===== src/rtl/debounce_sync_pkg.sv =====
// Shared definitions for input-conditioning blocks: debounce state encoding and
// default filter parameters.
package debounce_sync_pkg;

  localparam int unsigned DEF_SYNC_STAGES   = 2;
  localparam int unsigned DEF_STABLE_CYCLES = 4;
  localparam int unsigned DEF_CNT_W         = 16;

  // Bit 1 is the accepted level and bit 0 marks a pending qualification.
  typedef enum logic [1:0] {
    IDLE_LOW   = 2'b00,
    CHECK_HIGH = 2'b01,
    IDLE_HIGH  = 2'b10,
    CHECK_LOW  = 2'b11
  } state_e;

endpackage


===== src/rtl/debounce_sync_sync_chain.sv =====
// Multi-flop synchronizer for an asynchronous single-bit input.
// The stages are plain flops with nothing between them.
module sync_chain
  import debounce_sync_pkg::*;
#(
  parameter int unsigned SYNC_STAGES = DEF_SYNC_STAGES
) (
  input  logic clk,
  input  logic reset,
  input  logic d,
  output logic q
);

  if (SYNC_STAGES < 2) begin : g_bad_stages
    $error("sync_chain: SYNC_STAGES must be 2 or more");
  end

  logic [SYNC_STAGES-1:0] r_sync;

  always_ff @(posedge clk or posedge reset) begin
    if (reset) begin
      r_sync <= '0;
    end else begin
      r_sync <= {r_sync[SYNC_STAGES-2:0], d};
    end
  end

  assign q = r_sync[SYNC_STAGES-1];

endmodule


===== src/rtl/debounce_sync.sv =====
// Synchronizes and debounces a bouncy asynchronous input into a clean level
// with single-cycle rise/fall pulses.
module debounce_sync
  import debounce_sync_pkg::*;
#(
  parameter int unsigned SYNC_STAGES   = DEF_SYNC_STAGES,
  parameter int unsigned STABLE_CYCLES = DEF_STABLE_CYCLES,
  parameter int unsigned CNT_W         = DEF_CNT_W
) (
  input  logic clk,
  input  logic reset,
  input  logic raw_in,
  input  logic enable,
  output logic level_out,
  output logic rise_pulse,
  output logic fall_pulse,
  output logic busy
);

  if (SYNC_STAGES < 2 || CNT_W < 1 || STABLE_CYCLES < 1 ||
      (STABLE_CYCLES >> CNT_W) != 0) begin : g_bad_params
    $error("debounce_sync: illegal SYNC_STAGES/STABLE_CYCLES/CNT_W combination");
  end

  localparam logic             STABLE_ONE = (STABLE_CYCLES == 1);
  localparam logic [CNT_W-1:0] STABLE_M1  = CNT_W'(STABLE_CYCLES - 1);

  logic             w_s;
  state_e           r_state;
  state_e           w_state_nxt;
  logic [CNT_W-1:0] r_cnt;
  logic [CNT_W-1:0] w_cnt_nxt;
  logic             r_rise;
  logic             w_rise_nxt;
  logic             r_fall;
  logic             w_fall_nxt;

  sync_chain #(
    .SYNC_STAGES(SYNC_STAGES)
  ) u_sync (
    .clk  (clk),
    .reset(reset),
    .d    (raw_in),
    .q    (w_s)
  );

  // Comparing against STABLE_CYCLES-1 keeps the counter below the limit, so it never wraps.
  always_comb begin
    w_state_nxt = r_state;
    w_cnt_nxt   = r_cnt;
    w_rise_nxt  = 1'b0;
    w_fall_nxt  = 1'b0;
    case (r_state)
      IDLE_LOW: begin
        if (enable && w_s) begin
          if (STABLE_ONE) begin
            w_state_nxt = IDLE_HIGH;
            w_rise_nxt  = 1'b1;
            w_cnt_nxt   = '0;
          end else begin
            w_state_nxt = CHECK_HIGH;
            w_cnt_nxt   = CNT_W'(1);
          end
        end
      end
      CHECK_HIGH: begin
        if (!enable || !w_s) begin
          w_state_nxt = IDLE_LOW;
          w_cnt_nxt   = '0;
        end else if (r_cnt == STABLE_M1) begin
          w_state_nxt = IDLE_HIGH;
          w_rise_nxt  = 1'b1;
          w_cnt_nxt   = '0;
        end else begin
          w_cnt_nxt = r_cnt + CNT_W'(1);
        end
      end
      IDLE_HIGH: begin
        if (enable && !w_s) begin
          if (STABLE_ONE) begin
            w_state_nxt = IDLE_LOW;
            w_fall_nxt  = 1'b1;
            w_cnt_nxt   = '0;
          end else begin
            w_state_nxt = CHECK_LOW;
            w_cnt_nxt   = CNT_W'(1);
          end
        end
      end
      CHECK_LOW: begin
        if (!enable || w_s) begin
          w_state_nxt = IDLE_HIGH;
          w_cnt_nxt   = '0;
        end else if (r_cnt == STABLE_M1) begin
          w_state_nxt = IDLE_LOW;
          w_fall_nxt  = 1'b1;
          w_cnt_nxt   = '0;
        end else begin
          w_cnt_nxt = r_cnt + CNT_W'(1);
        end
      end
      default: begin
        w_state_nxt = IDLE_LOW;
        w_cnt_nxt   = '0;
      end
    endcase
  end

  always_ff @(posedge clk or posedge reset) begin
    if (reset) begin
      r_state <= IDLE_LOW;
      r_cnt   <= '0;
      r_rise  <= 1'b0;
      r_fall  <= 1'b0;
    end else begin
      r_state <= w_state_nxt;
      r_cnt   <= w_cnt_nxt;
      r_rise  <= w_rise_nxt;
      r_fall  <= w_fall_nxt;
    end
  end

  assign level_out  = r_state[1];
  assign busy       = r_state[0];
  assign rise_pulse = r_rise;
  assign fall_pulse = r_fall;

endmodule

===== config.mk =====
export PLATFORM = sky130hd
export DESIGN_NAME = debounce_sync
export DESIGN_NICKNAME = d
export VERILOG_FILES = /design/src/rtl/debounce_sync_pkg.sv /design/src/rtl/debounce_sync_sync_chain.sv /design/src/rtl/debounce_sync.sv
export SDC_FILE = /design/constraint.sdc
export NUM_CORES = 1
export LEC_CHECK = 0
export BUFFER_PORTS_ARGS = -buffer_cell sky130_fd_sc_hd__buf_2
export CAP_MARGIN = 20
export CORE_MARGIN = 2
export CORE_UTILIZATION = 47
export CTS_BUF_LIST = sky130_fd_sc_hd__clkbuf_16
export CTS_CLUSTER_SIZE = 10
export DETAILED_ROUTE_END_ITERATION = 10
export PLACE_DENSITY = 0.71
export SYNTH_ARGS = -nofsm -noshare
export SYNTH_HDL_FRONTEND = slang
export SYNTH_HIERARCHICAL = 1
export SYNTH_SLANG_ARGS = --single-unit

===== constraint.sdc =====
create_clock -name clk -period 5.05 [get_ports clk]
set_input_delay 0.7575 -clock clk [delete_from_list [all_inputs] [get_ports clk]]
set_output_delay 0.7575 -clock clk [all_outputs]
set_load 0.005 [all_outputs]

==> out/metrics.yaml, run 1 <==
outcome:
  status: "finished, final reports clean"
detailed_routing:
  drc: 0
  drt_iter0_drc: 51
  totalWireLength_um: 2330
  wl_per_cell_um: 15.4
  wl_met3_um: 145
  vias_per_cell: 6.09
  wl_met1_um: 1050
  num_vias: 919
  drt_first_pass_iters: 4
  ant_nets: 0
  top_layer_used: "met4"
  wl_met2_um: 1090
floorplan:
  core_mm2: 0.00223
  ioPinCount: 8
  placementRows: 17
  initial_utilization_pct: 49.9
  die_h_um: 52.7
  die_w_um: 52.7
  die_area_mm2: 0.00277
critical_path:
  worstSetupPathType: "reg2reg"
  start_kind: "flip-flop"
  reg2reg_depth: 6
  end_kind: "flip-flop"
  crit_fanout: 12
  worst-endpoint-required_ps: 5220
  crit_arrival_ps: 2190
sta:
  hold_viol: 0
  slew_headroom_pct: 44.2
  fin_skew_ps: 1.32
  max_freq_mhz: 495
  worstMarginPinSlew_ps: 837
  fin_tns_setup_ps: 0
  setup_viol: 0
  drv_slew: 0
  rsz0062_at_grt: "false"
  period_share_pct: 40.0
  period_needed_ps: 2020
synth:
  ys_seq_elements: 22
  yosysWarnings: 6
  yosysTopAreaCell: "dfrtp_1"
  synthTopCellsByArea: "dfrtp_1, a21oi_1, nand3_1"
  synth_top_area_share_pct: 49.4
  yosysSeqAreaShare_pct: 49.4
  mappedNetlistNets: 122
  synth.distinct_cells: 32
  syn_area_per_cell_um2: 9.52
  syn_area_mm2: 0.00111
  netlist_instances: 117
finish:
  num_antenna_cells: 0
  fin_nets: 130
  area_growth_pct: 10.2
  seq_area_um2: 551
  nFillCells: 202
  drive_above_1_share_pct: 9.76
  multi_input_area_um2: 505
global_route:
  track_usage_pct: 20.2
  grt_antenna_before_repair: 0
  grt_first_pass_wirelength_um: 4080
  grt_start_max_net_pins: 21
  overflow: 0
  grt_pass1_vias: 895
power:
  irDropWorstVdd_uv: 286
  p_leak_nw: 0.509
  finalPower_uw: 490
  power_density_mw_per_mm2: 399
clock_network:
  cts_tree: "yes"
  post_cts_buffers: 0
  cts_resized: 0
  clkLatencyLatePin_ps: 250
  hold_buffers: 0
  clkSinkCount: 22
  cts_root_buf: "clkbuf_16"
  clk_pin_slew_worst_paths_ps: 50
  clockBufferDepth: 2
  htreeDepth: 1
  cts_made_buffers: 3
placement:
  port-buffer-count: 7
  place_hpwl_um: 1580
  gp_congestion: 0.836
hold_path:
  hold_class: "in2async"
job:
  drv_cap: 0
-- cell usage after synthesis --
| cell type | n |
|---|---|
| or2_1 | 1 |
| and3b_1 | 1 |
| clkbuf_1 | 1 |
| a22o_1 | 2 |
| nand2_1 | 6 |
| inv_1 | 7 |
| nor3_1 | 3 |
| a21oi_1 | 10 |
| dfrtp_1 | 22 |
| nand4_1 | 5 |
| a21o_1 | 1 |
| or3_1 | 6 |
| and3_1 | 1 |
| o21ai_0 | 8 |
| o21ai_1 | 2 |
| nand2b_1 | 4 |
| nor4_1 | 4 |
| and2_1 | 1 |
| nor2_1 | 3 |
| buf_6 | 2 |
| nand3_1 | 9 |
| mux2_1 | 1 |
| nor3b_1 | 3 |
| o21a_1 | 2 |
| o2bb2ai_1 | 1 |
| o211ai_1 | 1 |
| nand3_2 | 1 |
| ha_1 | 1 |
| nor4_2 | 1 |
| buf_2 | 1 |
| xor2_1 | 1 |
| a31oi_1 | 5 |
-- placed cells by master, fill, tap and decap left out --
cell type and instances:
and3_1 1, or2_1 1, inv_1 7, clkbuf_16 3, a21oi_1 10, nor3b_1 3
and3b_1 1, nand3_1 9, ha_1 1, nand4_1 5, nor4_2 1, o2bb2ai_1 1
o211ai_1 1, and2_1 1, a31oi_1 5, nand2_1 6, nor4_1 4, nand2b_1 4
mux2_1 1, o21ai_1 2, o21ai_0 8, xor2_1 1, nor3_1 3, nor2_1 3
dfrtp_1 22, or3_1 6, a22o_1 2, o21a_1 2, buf_2 7, a21o_1 1
nand3_2 1
-- state kept, by name (all words and copies together), names as in the netlist --
| name | count |
|---|---|
| fall_pulse | 1 |
| r_cnt | 16 |
| r_state | 2 |
| rise_pulse | 1 |
| u_sync/r_sync | 2 |
-- through the flow --
step | worst slack, ps | std cells | hold WS [ps] | util (%) | cell area (µm²)
after floorplan | 3380 | 117 | 331 | - | 1110
after global routing | 2870 | 151 | 356 | 55.0 | 1230
final | 3030 | 151 | 350 | 55.0 | 1230
after CTS | 3040 | 151 | 348 | 55.0 | 1230
after detailed placement | 3060 | 148 | 348 | 51.6 | 1150
after global placement | 3090 | 148 | 339 | 51.6 | 1150
-- critical path, cell delays in order (launching register included) --
cell and delay (ps):
dfrtp_1 410, ha_1 260, nor3b_1 160, nand4_1 130, nand4_1 420, or3_1 490, o21ai_0 80
-- logic make-up (layout without fill, tap and decap cells) --
logic type	count (synthesis)	in the layout	share of synthesized area (%)
xor+xnor	1	1	0.787
buf+inv	11	17	5.17
compound gates	32	32	16.9
fa+ha+maj	1	1	1.12
flops	22	22	49.4
simple gates	49	49	25.6
mux	1	1	1.01
-- where the power goes --
| part | internal (mW) | switching, mW |
|---|---|---|
| registers | 0.194 | 0.0225 |
| clock network | 0.105 | 0.0592 |
| logic | 0.0379 | 0.0717 |
-- routing by layer --
metal  vias up  global-route usage, %
met4         0                   8.12
li1        444                      -
met3         7                   4.29
met5         -                      0
met2        34                   32.9
met1       434                   26.0
-- worst paths after layout --
kind | from | slack (ps) | end
max in group asynchronous | reset | 3950 | r_cnt[2]
min | reset | 350 | u_sync/r_sync[1]
min in group clk | u_sync/r_sync[0] | 350 | u_sync/r_sync[1]
max | r_cnt[0] | 3030 | r_cnt[3]
max reg2reg | r_cnt[0] | 3030 | r_cnt[3]
min reg2reg | u_sync/r_sync[0] | 350 | u_sync/r_sync[1]
-- area by class of cell --
type | count | share of cell area [%]
Clock buffer | 3 | 6.12
Inverter | 7 | 2.14
Multi-Input combinational cell | 84 | 41.2
Sequential cell | 22 | 44.9
Tap cell | 28 | 2.85
Timing Repair Buffer | 7 | 2.85
Note: power is estimated with default switching activity, not from simulation.
==> run 2, diff against run 1 <==
--- a/config.mk
+++ b/config.mk
@@ -5,14 +5,16 @@
 export SDC_FILE = /design/constraint.sdc
 export NUM_CORES = 1
 export LEC_CHECK = 0
+export ABC_AREA = 1
 export BUFFER_PORTS_ARGS = -buffer_cell sky130_fd_sc_hd__buf_2
 export CAP_MARGIN = 20
+export CORE_ASPECT_RATIO = 2
 export CORE_MARGIN = 2
 export CORE_UTILIZATION = 47
 export CTS_BUF_LIST = sky130_fd_sc_hd__clkbuf_16
 export CTS_CLUSTER_SIZE = 10
 export DETAILED_ROUTE_END_ITERATION = 10
-export PLACE_DENSITY = 0.71
+export PLACE_DENSITY = 0.7
 export SYNTH_ARGS = -nofsm -noshare
 export SYNTH_HDL_FRONTEND = slang
 export SYNTH_HIERARCHICAL = 1
==> constraint.sdc (replaced) <==
create_clock -name clk -period 2.09 [get_ports clk]
set_input_delay 0.3135 -clock clk [delete_from_list [all_inputs] [get_ports clk]]
set_output_delay 0.3135 -clock clk [all_outputs]
set_load 0.005 [all_outputs]
==> run 2 against run 1 <==
Synthesized area up 32%. Critical path depth rose by 2. Global-route usage is 2.6 points higher. Die area up 31%. Power rose to 2.8 times the previous value. Count of clock-buffer cells in the layout unchanged. Sequential share of layout area down 11 points. Largest power group unchanged. Critical path type unchanged.
==> out/metrics.yaml, run 2 <==
outcome:
  status: "finished, final reports clean"
detailed_routing:
  vias_per_cell: 5.58
  drc: 0
  num_vias: 1423
  totalWireLength_um: 3610
  ant_nets: 0
  wl_per_cell_um: 14.1
  drt_iter0_drc: 69
  drt_first_pass_iters: 4
finish:
  regMostFlops: "r_cnt"
  fin_nets: 231
  nFillCells: 299
  final_common_cell: "nand2_1"
  top_regs: "r_cnt (16), r_state (2), u_sync/r_sync (2)"
  drive_above_1_share_pct: 15.6
  largest_reg_flops: 16
  num_antenna_cells: 0
  area_growth_pct: 9.08
  final_cell_mix: "nand2_1, nor2_1, nand3_1, dfrtp_1, inv_1"
critical_path:
  rr_endpoint: "r_cnt[2]"
  path_cells: "ha_1, nand3_1, nor2_1, nand2_2, nand2_4, nand2_4, inv_4, nor2_2"
  crit_fanout: 6
  rrSetupSlack_ps: 560
  crit_arrival_ps: 1680
  reg2reg_depth: 8
  worst-endpoint-required_ps: 2240
  cp_slowest_cell: "dfrtp_1"
  cpPeakStageDelay_ps: 400
  crit_top_cell: "nand2_4"
  end_kind: "flip-flop"
  start_kind: "flip-flop"
  worstSetupPathType: "reg2reg"
  r2r_start: "r_cnt[1]"
floorplan:
  initial_utilization_pct: 49.5
  die_h_um: 83.2
  placementRows: 28
  ioPinCount: 8
  die_area_mm2: 0.00363
  core_mm2: 0.00298
  die_w_um: 43.6
sta:
  rsz0062_at_grt: "false"
  hold_viol: 0
  drv_slew: 0
  max_freq_mhz: 654
  worst_slack_ps: 560
  fin_tns_setup_ps: 0
  setup_viol: 0
  period_share_pct: 73.2
  slew_headroom_pct: 49.1
  fin_skew_ps: 3.15
  worstMarginPinSlew_ps: 763
  period_needed_ps: 1530
clock_network:
  clockBufferDepth: 2
  cts_made_buffers: 3
  cts_tree: "yes"
  cts_root_buf: "clkbuf_16"
  cts_resized: 0
  post_cts_buffers: 0
  clkLatencyLatePin_ps: 260
  clkSinkCount: 22
  htreeDepth: 1
  clk_pin_slew_worst_paths_ps: 50
synth:
  syn_area_per_cell_um2: 6.82
  synthTopCellsByArea: "dfrtp_1, nand2_1, nand3_1"
  synth-async-reset-ratio_pct: 100
  mappedNetlistNets: 221
  yosysWarnings: 6
  synth_edf_count: 0
  yosysSeqAreaShare_pct: 37.4
  netlist_instances: 216
  synth_ff_type: "dfrtp_1"
  synth.distinct_cells: 23
  syn_area_mm2: 0.00147
  yosysMostFrequentCell: "nand2_1"
  ys_seq_elements: 22
  synth_top_area_share_pct: 37.4
  yosysTopAreaCell: "dfrtp_1"
  synth_commonest_cells: "nand2_1, nor2_1, nand3_1"
power:
  irDropWorstVdd_uv: 865
  power_density_mw_per_mm2: 862
  p_leak_nw: 0.769
placement:
  pre_cts_ws_ps: 638
  port-buffer-count: 7
  place_hpwl_um: 2730
  gp_congestion: 0.928
global_route:
  grt_pass1_vias: 1403
  track_usage_pct: 22.8
  overflow: 0
  grt_start_max_net_pins: 21
  grt_first_pass_wirelength_um: 6210
  grt_antenna_before_repair: 0
job:
  drv_cap: 0
hold_path:
  hold_path_depth: 1
  min_to: "u_sync/r_sync[0]"
  min-delay-start: "raw_in"
  hold_class: "in2reg"
-- run 2: cell types whose count changed in the layout (fill, tap and decap cells not counted), sizes merged, moves of 6 or more --
cell and delta:
inv +19, nand2 +63, nor2 +38, or3 -6, nand3 +21, a21oi -7
-- run 2: area by class of cell --
type	count	area, µm²	area share (%)
repair buffers	8	45.0	2.80
well taps	30	37.5	2.33
clock inverters	1	3.75	0.233
flip-flops and latches	22	551	34.2
inverters	26	100	6.23
clock buffers	3	75.1	4.67
multi-input cells	165	796	49.5
-- run 2: repair_timing --
item	CTS	global route
endpoints found under the hold margin	2	0
hold buffers	1	0
setup endpoints to repair	0	0
-- run 2: report_power, final --
group          switching [mW]  internal [mW]
clock                   0.145          0.255
sequential             0.0621          0.468
combinational           0.321          0.134
total                   0.528          0.858
-- run 2: worst max path at each step --
stage / endpoint / cells past startpoint / start / slack [ps]
after floorplan: r_cnt[3] / 8 / r_cnt[0] / 820
after global placement: r_cnt[2] / 8 / r_cnt[7] / 630
after detailed placement: r_cnt[2] / 8 / r_cnt[0] / 640
after CTS: r_cnt[2] / 8 / r_cnt[0] / 600
after global routing: r_cnt[14] / 8 / r_cnt[0] / 460
final: r_cnt[2] / 8 / r_cnt[1] / 560
-- run 2: layer usage --
metal / GRT usage [%] / up-vias / share of wire [%]
met2: 39.2 / 42 / 54
met5: 0 / - / 0
met1: 25.2 / 662 / 38
met3: 2.39 / 14 / 2.8
li1: - / 705 / -
met4: 14.0 / 0 / 5.3
-- run 2: cells by family after synthesis --
family | count (synthesis) | share of synthesized area [%]
AOI/OAI and AO/OA | 13 | 5.18
buffers and inverters | 29 | 8.66
and+or+nand+nor | 151 | 48.0
adders and majority gates | 1 | 0.849
DFF | 22 | 37.4
-- run 2: worst max-delay path: cells and delay by family (launching register included) --
kind                     cells  cell delay (ps)
AND/OR/NAND/NOR              6              660
flip-flops                   1              400
adder cells (fa/ha/maj)      1              260
buffers and inverters        1               80
-- run 2: through the flow --
stage          total power [mW]  utilization, %  hold WS, ps  cell area (µm²)  std cells
2_1_floorplan             0.908               -         54.7             1470        216
3_3_place_gp              0.983            51.0          172             1520        250
3_5_place_dp              0.984            51.0          176             1520        250
4_1_cts                    1.39            54.0          166             1610        255
5_1_grt                    1.47            54.0          163             1610        255
6_report                   1.39            54.0          164             1610        255
==> run 3, diff against run 2 <==
--- a/config.mk
+++ b/config.mk
@@ -14,7 +14,7 @@
 export CTS_BUF_LIST = sky130_fd_sc_hd__clkbuf_16
 export CTS_CLUSTER_SIZE = 10
 export DETAILED_ROUTE_END_ITERATION = 10
-export PLACE_DENSITY = 0.7
+export PLACE_DENSITY = 0.72
 export SYNTH_ARGS = -nofsm -noshare
 export SYNTH_HDL_FRONTEND = slang
 export SYNTH_HIERARCHICAL = 1
==> constraint.sdc (replaced) <==
create_clock -name clk -period 1.4 [get_ports clk]
set_input_delay 0.21 -clock clk [delete_from_list [all_inputs] [get_ports clk]]
set_output_delay 0.21 -clock clk [all_outputs]
set_load 0.005 [all_outputs]
==> run 3 against run 2 <==
The flow now finishes with violations (negative setup slack). Worst hold slack worse by 110 ps. Wire length is 15% higher. Core utilization rose by 6.8 points. Sequential share of layout area is 3.6 points lower. Largest power group is now combinational cells.
==> out/metrics.yaml, run 3 (synthesis results as in run 2) <==
clock_network:
  htreeDepth: 1
  clk_pin_slew_worst_paths_ps: 60
  clkSinkCount: 22
  cts_tree: "yes"
  cts_root_buf: "clkbuf_16"
  cts_made_buffers: 3
  clockBufferDepth: 2
  clkLatencyLatePin_ps: 260
detailed_routing:
  wl_per_cell_um: 15.1
  drc: 0
  totalWireLength_um: 4130
  ant_nets: 0
  drt_first_pass_iters: 4
  vias_per_cell: 5.62
  drt_iter0_drc: 60
  num_vias: 1535
power:
  irDropWorstVdd_uv: 1160
  power_density_mw_per_mm2: 1270
  finalPower_mw: 2.30
  p_leak_nw: 0.858
critical_path:
  worst-endpoint-required_ps: 1550
  path_cells: "nor2_2, nand2_1, nor2_1, nand2_2, nand2_4, nand2_4, inv_6, nor2_2"
  worstSetupPathType: "reg2reg"
  rrSetupSlack_ps: -30
  cpPeakStageDelay_ps: 440
  start_kind: "flip-flop"
  end_kind: "flip-flop"
  crit_fanout: 6
  startpoint: "r_cnt[6]"
  r2r_start: "r_cnt[6]"
  cp_slowest_cell: "dfrtp_1"
  crit_arrival_ps: 1580
global_route:
  grt_use_met1_pct: 27.8
  busiest_layer: "met2"
  grt_pass1_vias: 1468
  grt_use_met2_pct: 42.2
  overflow: 0
  grt_start_max_net_pins: 21
  track_usage_pct: 24.1
  grt_first_pass_wirelength_um: 6690
  grt_use_met3_pct: 2.17
  grt_antenna_before_repair: 0
sta:
  setup_viol: 6
  hold_viol: 0
  period_share_pct: 102
  max_freq_mhz: 698
  slew_headroom_pct: 81.8
  period_needed_ps: 1430
  drv_slew: 0
  rsz0062_at_grt: "true"
  whs_ps: 56.5
  fin_tns_setup_ps: -163
  worstMarginPinSlew_ps: 273
  fin_skew_ps: 5.53
  worst_slack_ps: -32.0
floorplan:
  die_h_um: 83.2
  placementRows: 28
  ioPinCount: 8
  initial_utilization_pct: 49.5
  core_mm2: 0.00298
  die_w_um: 43.6
  die_area_mm2: 0.00363
hold_path:
  min-delay-start: "raw_in"
  hold_class: "in2reg"
finish:
  drive_above_1_share_pct: 27.2
  fin_util_pct: 60.8
  fin_area_mm2: 0.00181
  fin_cells: 273
  area_growth_pct: 22.9
  regMostFlops: "r_cnt"
  largest_reg_flops: 16
  nFillCells: 269
  final_common_cell: "nand2_1"
  final_cell_mix: "nand2_1, nor2_1, nand3_1, inv_1, dfrtp_1"
  top_regs: "r_cnt (16), r_state (2), u_sync/r_sync (2)"
  num_antenna_cells: 0
  fin_nets: 249
outcome:
  violations: "negative setup slack"
  status: "finished with violations"
job:
  drv_cap: 0
placement:
  gp_congestion: 1.04
  place_hpwl_um: 2880
  pre_cts_ws_ps: 2.18
  placed_area_mm2: 0.00162
  placedCellCount: 264
  port-buffer-count: 7
## run 3: cell types whose count changed in the layout (fill, tap and decap cells not counted), moves of 2 or more
| cell | previous run | this run |
|---|---|---|
| nor2_1 | 31 | 26 |
| buf_4 | 0 | 18 |
| nor2_2 | 9 | 12 |
| dfrtp_2 | 0 | 3 |
| nor2_4 | 1 | 3 |
| dfrtp_1 | 22 | 19 |
| nand3_1 | 30 | 26 |
| nand3_2 | 0 | 4 |
## run 3: layer usage
layer | up-vias | share of wire (%) | wire (µm)
li1 | 741 | - | -
met1 | 713 | 36 | 1490
met2 | 59 | 54 | 2220
met3 | 22 | 3.9 | 159
met4 | 0 | 6.3 | 259
met5 | - | 0 | 0
## run 3: final cells by class
type	instances	area [µm²]	area share, %
well taps	30	37.5	2.07
inverters	26	105	5.80
clock inverters	1	3.75	0.207
flip-flops and latches	22	554	30.6
clock buffers	3	75.1	4.14
multi-input cells	165	856	47.2
repair buffers	26	180	9.94
## run 3: power breakdown
part           switching [mW]  internal (mW)
Combinational           0.581          0.318
Clock                   0.235          0.381
Sequential             0.0836          0.699
## run 3: final timing paths
path,cells after the start,end
min in group asynchronous,3,u_sync/r_sync[1]
max in group asynchronous,4,r_cnt[10]
min,1,u_sync/r_sync[0]
min reg2reg,0,u_sync/r_sync[1]
max,8,r_cnt[2]
max reg2reg,8,r_cnt[2]
## run 3: worst max-delay path: cells and delay by family, from the launching register on
family,cells,cell delay (ps)
and+or+nand+nor,7,790
DFF,1,440
buffers and inverters,1,90
## run 3: what timing repair did
item / in CTS / in global routing
endpoints found under the setup margin: 5 / 16
pin swaps: 1 / 8
setup buffers: 2 / 2
hold endpoints to repair: 8 / 0
gates resized for setup: 0 / 20
hold buffers: 1 / 0
